[config.mk]
export PLATFORM = sky130hd
export DESIGN_NAME = uart_rx_sampler
export DESIGN_NICKNAME = d
export VERILOG_FILES = /design/src/rtl/uart_rx_sampler.sv
export SDC_FILE = /design/constraint.sdc
export NUM_CORES = 1
export LEC_CHECK = 0
export ABC_AREA = 0
export CAP_MARGIN = 10
export CORE_ASPECT_RATIO = 0.75
export CORE_MARGIN = 1
export CORE_UTILIZATION = 60
export DETAILED_ROUTE_END_ITERATION = 6
export PLACE_DENSITY = 0.84
export SLEW_MARGIN = 40
export SYNTH_ARGS = -nofsm -noshare
export SYNTH_HDL_FRONTEND = slang
export SYNTH_SLANG_ARGS = --single-unit
[constraint.sdc]
create_clock -name clk -period 6.2 [get_ports clk]
set_clock_uncertainty 0.05 [all_clocks]
set_input_delay 1.86 -clock clk [delete_from_list [all_inputs] [get_ports clk]]
set_output_delay 1.86 -clock clk [all_outputs]
set_load 0.01 [all_outputs]
[src/rtl/uart_rx_sampler.sv]
// 8N1 UART receive front end: two-flop synchroniser, mid-bit start validation,
// LSB-first data capture and stop-bit check with one-cycle result pulses.
module uart_rx_sampler #(
  parameter int BAUD_DIV = 868
) (
  input  logic       clk,
  input  logic       rst,
  input  logic       rx,
  output logic [7:0] rx_data,
  output logic       rx_valid,
  output logic       frame_err,
  output logic       busy
);

  localparam int HALF = BAUD_DIV / 2;
  localparam logic [15:0] HALF_M1 = 16'(HALF - 1);
  localparam logic [15:0] BAUD_M1 = 16'(BAUD_DIV - 1);

  typedef enum logic [2:0] {IDLE, START, DATA, STOP, BREAK} state_t;

  state_t      state;
  logic        rx_m;
  logic        rx_s;
  logic [15:0] cnt;
  logic [2:0]  bitn;
  logic [7:0]  shreg;

  always_ff @(posedge clk) begin
    if (rst) begin
      state     <= IDLE;
      rx_m      <= 1'b1;
      rx_s      <= 1'b1;
      cnt       <= '0;
      bitn      <= '0;
      shreg     <= '0;
      rx_data   <= '0;
      rx_valid  <= 1'b0;
      frame_err <= 1'b0;
      busy      <= 1'b0;
    end else begin
      rx_m      <= rx;
      rx_s      <= rx_m;
      rx_valid  <= 1'b0;
      frame_err <= 1'b0;
      case (state)
        IDLE: begin
          if (!rx_s) begin
            state <= START;
            cnt   <= '0;
            busy  <= 1'b1;
          end else begin
            busy  <= 1'b0;
          end
        end
        START: begin
          if (cnt == HALF_M1) begin
            cnt <= '0;
            if (!rx_s) begin
              state <= DATA;
              bitn  <= '0;
            end else begin
              state <= IDLE;
              busy  <= 1'b0;
            end
          end else begin
            cnt <= cnt + 16'd1;
          end
        end
        DATA: begin
          if (cnt == BAUD_M1) begin
            shreg <= {rx_s, shreg[7:1]};
            cnt   <= '0;
            bitn  <= bitn + 3'd1;
            if (bitn == 3'd7) state <= STOP;
          end else begin
            cnt <= cnt + 16'd1;
          end
        end
        STOP: begin
          // busy stays high through the pulse cycle; IDLE clears it next edge
          if (cnt == BAUD_M1) begin
            cnt <= '0;
            if (rx_s) begin
              rx_data  <= shreg;
              rx_valid <= 1'b1;
              state    <= IDLE;
            end else begin
              frame_err <= 1'b1;
              state     <= BREAK;
            end
          end else begin
            cnt <= cnt + 16'd1;
          end
        end
        BREAK: begin
          if (rx_s) begin
            state <= IDLE;
            busy  <= 1'b0;
          end
        end
        default: begin
          state <= IDLE;
          busy  <= 1'b0;
        end
      endcase
    end
  end

endmodule

Word-level counts from Yosys, hierarchy flattened
Cells that the tools add are included.
- $add $sub $neg: 2
- eq/ne operators: 14
- multiplexer cells: 22
- bitwise logic cells: 3
- reductions and logical operators: 11
- operator list (operator ; number):
    16-bit 2-to-1 mux ; 3
    16-bit case mux with 3 select lines ; 1
    3-bit 2-to-1 mux ; 10
    16-bit by 1-bit adder with 16-bit output, second input constant ; 1
    16-bit by 10-bit == test with 1-bit output, second input constant ; 1
    16-bit by 9-bit == test with 1-bit output, second input constant ; 1
    3-bit case mux with 5 select lines ; 1
    2-bit inequality test, second input constant ; 7
    3-bit by 2-bit == test with 1-bit output, second input constant ; 2
    3-bit == test, second input constant ; 2
    3-bit case mux with 2 select lines ; 1
    2-bit AND reduction ; 3
    6-bit AND reduction ; 1
    1-bit 2-to-1 mux ; 4
    1-bit case mux with 4 select lines ; 1
    4-bit AND reduction ; 1
    3-bit by 1-bit adder with 3-bit output, second input constant ; 1
    3-bit by 1-bit == test with 1-bit output, second input constant ; 1
    3-bit zero test ; 1
    1-bit inverter ; 3
    3-bit AND reduction ; 1
    3-bit nonzero test ; 1
    3-bit OR reduction ; 1
    2-bit 2-to-1 mux ; 1
    2 further kinds ; 2
- register bits: 43
- bits of input ports: 3
- output and inout bits: 11

Logic depth before layout (Yosys ltp)
- word-level depth: 4
- depth in mapped cells: 8
- mapped depth without buffers: 7

Worst setup path after synthesis
OpenSTA, ideal clock, no wires.
- kind: input-to-reg
- from: input rst
- to: register cnt[15]
- library setup time: 74 ps
- arrival: 2860 ps
- required time: 6076 ps
- setup slack: 3216 ps
- cell stages on the path: 5
- cells stage by stage: or3_1 -> o32ai_2 -> buf_2 -> o31ai_1 -> a31oi_1
- RTL lines (item ; RTL line ; source):
    start, declared ; 7 ; input logic rst,
    end signal, assigned ; 66 ; cnt <= cnt + 16'd1;
    end signal, assigned ; 76 ; cnt <= cnt + 16'd1;
    end signal, assigned ; 92 ; cnt <= cnt + 16'd1;
    end, declared ; 24 ; logic [15:0] cnt;

Worst setup path after layout
- from: register busy
- to: output busy
- RTL lines (item ; RTL line ; source):
    start, declared ; 12 ; output logic busy
    start signal, assigned ; 39 ; busy <= 1'b0;
    start signal, assigned ; 50 ; busy <= 1'b1;
    start signal, assigned ; 52 ; busy <= 1'b0;
No word-level cell between the ends.

==> out/summary.txt <==
=====================================================================================
Clock sinks                                                                        43
Die height                                                                    53.2 µm
Total overflow reported by the global router                                        0
Worst min path class                                                     flop to flop
Count of synthesis-stage warnings from yosys                                        0
Highest net fanout along the worst path                                             4
Pin count of the biggest net entering global routing                               32
Power density over the cells                                               243 mW/mm²
Compound-gate portion of the synthesized area                                   13.0%
Antenna diode count                                                                 0
RSZ-0062 raised after global routing                                            false
Fraction of synthesized cell area taken by the top area cell type               41.0%
Setup_tns                                                                        0 ps
Relative contribution of combinational cells to total power                     15.1%
Overall fraction of global-route tracks in use                                  22.9%
Residual antenna-violating net count after detailed routing                         0
Worst ir drop on vdd                                                       0.000141 V
Violation count after the first detailed-routing iteration                         97
Wire length of the first global-routing pass                                  6.56 mm
Crit path cell chain                                                     clkdlybuf4s50_1
Row cnt                                                                            18
Worst-Skew Late Latency                                                        300 ps
Proportion of synthesized flip-flops having asynchronous set or reset              0%
Synth area leaders                                                       sky130_fd_sc_hd__dfxtp_1, sky130_fd_sc_hd__mux2i_1, sky130_fd_sc_hd__nand2_1
Clock power frac                                                                32.0%
Routed wire length per instance                                               13.9 µm
Worst slew pin tran                                                            623 ps
Total number of vias                                                             1674
Worst path slowest cell                                                  sky130_fd_sc_hd__clkdlybuf4s50_1
Worst EP arrival                                                              1230 ps
Die area                                                                  0.00374 mm²
Met1 usage in global routing                                                    30.6%
Final cell utilization of the core                                              70.8%
Vias in the first global route                                                   1450
Highest cell delay on the worst timing path                                    550 ps
CTS resizes                                                                         0
Outcome                                                                  finished, final reports clean
Total wire length                                                             4.03 mm
Synth Register Bits                                                                43
Startpoint type of the worst setup path                                          flop
Final weighted congestion in routability-driven placement                       0.905
Switch share                                                                    30.1%
Number of distinct library cells after synthesis                                   49
Adder-cell share of the synthesized area                                        2.38%
Fmax                                                                          319 MHz
Buffer and inverter count on the worst path                                         1
Simple-gate share of the synthesized area                                       28.9%
Total internal power                                                           398 µW
DRC violation count after routing                                                   0
Nature of the critical path endpoint                                     primary output
Count of H-tree levels built during CTS                                             2
Post-DP HPWL                                                                  2.71 mm
CP Data Required Time                                                         4290 ps
Layout fillers                                                                    264
Initial Util                                                                    63.4%
Largest family of logic cells by synthesized area                        simple AND/OR/NAND/NOR gates
Share of layout cells above drive strength 1                                    9.96%
Layer carrying the most global-route usage                                       met2
Area Overhead vs Synth                                                          11.7%
FF/Latch Area                                                                 861 µm²
Detail-routed via count per cell                                                 5.75
Reported max-cap violation count                                                    0
Post-Syn Nets                                                                     245
Maximum buffer depth of the clock tree                                              2
Shortest clock period the worst path allows after layout                      3140 ps
Switching Power                                                                171 µW
Top cell family by delay on the critical path                            buffers and inverters
Post-Syn Instances                                                                238
Final hold viol count                                                               0
Clock-pin slew of the registers on the worst-case setup and hold paths          80 ps
Clock root cell                                                          sky130_fd_sc_hd__clkbuf_8
Crit Path Category                                                       flop to primary output
Static leakage                                                               0.835 nW
Total CTS buffers                                                                   5
Most instantiated library cell after synthesis                           sky130_fd_sc_hd__dfxtp_1
Dominant cell type by area after synthesis                               sky130_fd_sc_hd__dfxtp_1
Global-route met2 utilization                                                   34.3%
Max-slew headroom                                                               58.3%
Total of endpoints with negative setup slack in the final report                    0
Part of the power in registers                                                  52.9%
I/O pin total                                                                      14
Met3 usage in global routing                                                    8.38%
Xor and xnor area share after synthesis                                         1.25%
Post-CTS Repair Setup Buffers                                                       0
Post-Synthesis Mean Instance Area                                            8.82 µm²
Portion of netlist area occupied by mux cells                                   10.3%
Final clock period utilization by the worst path                                50.6%
Multi-input combinational cell area                                       0.00118 mm²
Number of antenna violations at the first check in global routing                   0
Final layout net count                                                            257
Count of port buffers added during placement                                       13
Final count of pins violating max slew                                              0
Mapped cell area                                                          0.00210 mm²
List of most frequent post-synthesis cells                               sky130_fd_sc_hd__dfxtp_1, sky130_fd_sc_hd__nand2_1, sky130_fd_sc_hd__nor2_1
Number of enable-type register cells in the synthesized netlist                     0
Die span in x                                                                 70.3 µm
Main flop type after synthesis                                           sky130_fd_sc_hd__dfxtp_1
CTS tree                                                                         done
Pre-antenna DRT Iters                                                               4
Hold buffer count at CTS                                                            0
Sequential cell area fraction in the yosys report                               41.0%
Core Footprint                                                            0.00331 mm²
=====================================================================================
## cell type report
cell class	instances	share of cell area [%]
Multi-Input combinational cell	178	50.4
Sequential cell	43	36.7
Timing Repair Buffer	13	5.34
Clock buffer	5	2.93
Tap cell	40	2.13
Inverter	9	1.44
Clock inverter	3	1.01
## state kept, by name, indices dropped and copies added (netlist names)
register,count
rx_s,1
cnt,16
state,3
shreg,8
bitn,3
rx_m,1
busy,1
rx_data,8
rx_valid,1
frame_err,1
## routing by layer
metal  routed length [µm]  part of all wire, %
met3                  230                  5.7
met1                 2020                   50
met2                 1740                   43
met4                   44                  1.1
met5                    0                    0
## per-stage QoR
stage	area, µm²	hold WS [ps]	power, mW	setup WS [ps]	std cells
6_report	2340	364	0.569	3060	291
5_1_grt	2340	377	0.599	2950	291
4_1_cts	2330	368	0.571	2960	291
3_5_place_dp	2240	349	0.390	2650	283
3_3_place_gp	2250	347	0.388	1820	283
2_1_floorplan	2100	339	0.371	3220	238
## cells by family (layout without fill, tap and decap cells)
logic type | count (synthesis) | count (layout)
AOI/OAI and AO/OA | 40 | 40
xor gates and xnor gates | 3 | 3
adders and majority gates | 4 | 4
buffers and inverters | 17 | 30
DFF | 43 | 43
muxes | 21 | 21
and+or+nand+nor | 110 | 110
## power by group through the flow
| stage | logic (mW) | clock network (mW) | registers [mW] |
|---|---|---|---|
| finish | 0.0860 | 0.182 | 0.301 |
| global route | 0.0965 | 0.199 | 0.303 |
| CTS | 0.0833 | 0.187 | 0.301 |
| detailed placement | 0.0825 | 0 | 0.307 |
| global placement | 0.0813 | 0 | 0.307 |
| floorplan | 0.0734 | 0 | 0.298 |
## layout by cell type (no fill, tap or decap), types with 2 or more instances in the layout
| master | synthesis | final |
|---|---|---|
| sky130_fd_sc_hd__dfxtp_1 | 43 | 43 |
| sky130_fd_sc_hd__nand2_1 | 31 | 31 |
| sky130_fd_sc_hd__nor2_1 | 26 | 26 |
| sky130_fd_sc_hd__mux2i_1 | 20 | 20 |
| sky130_fd_sc_hd__nand3_1 | 13 | 13 |
| sky130_fd_sc_hd__clkdlybuf4s50_1 | 0 | 12 |
| sky130_fd_sc_hd__o21ai_0 | 11 | 11 |
| sky130_fd_sc_hd__a21oi_1 | 9 | 9 |
| sky130_fd_sc_hd__inv_1 | 8 | 8 |
| sky130_fd_sc_hd__nor3_1 | 6 | 6 |
| sky130_fd_sc_hd__nand2b_1 | 5 | 5 |
| sky130_fd_sc_hd__a31oi_1 | 5 | 5 |
| sky130_fd_sc_hd__clkbuf_8 | 0 | 5 |
| sky130_fd_sc_hd__ha_1 | 4 | 4 |
| sky130_fd_sc_hd__and4_1 | 3 | 3 |
| sky130_fd_sc_hd__and4_2 | 3 | 3 |
| sky130_fd_sc_hd__or2_2 | 3 | 3 |
| sky130_fd_sc_hd__o22ai_1 | 3 | 3 |
| sky130_fd_sc_hd__nor4_4 | 2 | 2 |
| sky130_fd_sc_hd__o21a_1 | 2 | 2 |
| sky130_fd_sc_hd__o32ai_4 | 1 | 2 |
| sky130_fd_sc_hd__and2_1 | 2 | 2 |
| sky130_fd_sc_hd__o31ai_1 | 2 | 2 |
| sky130_fd_sc_hd__and3_1 | 2 | 2 |
| sky130_fd_sc_hd__nand4_1 | 2 | 2 |
| sky130_fd_sc_hd__xor2_1 | 2 | 2 |
| sky130_fd_sc_hd__clkinvlp_4 | 0 | 2 |
## final timing paths
kind,from,endpoint,slack [ps],cells past startpoint
max reg2reg,state[1],bitn[0],3990,5
max,busy,busy,3060,1
min,rx_m,rx_s,360,1
min reg2reg,rx_m,rx_s,360,1
No activity file was read; power rests on OpenSTA's default activity.
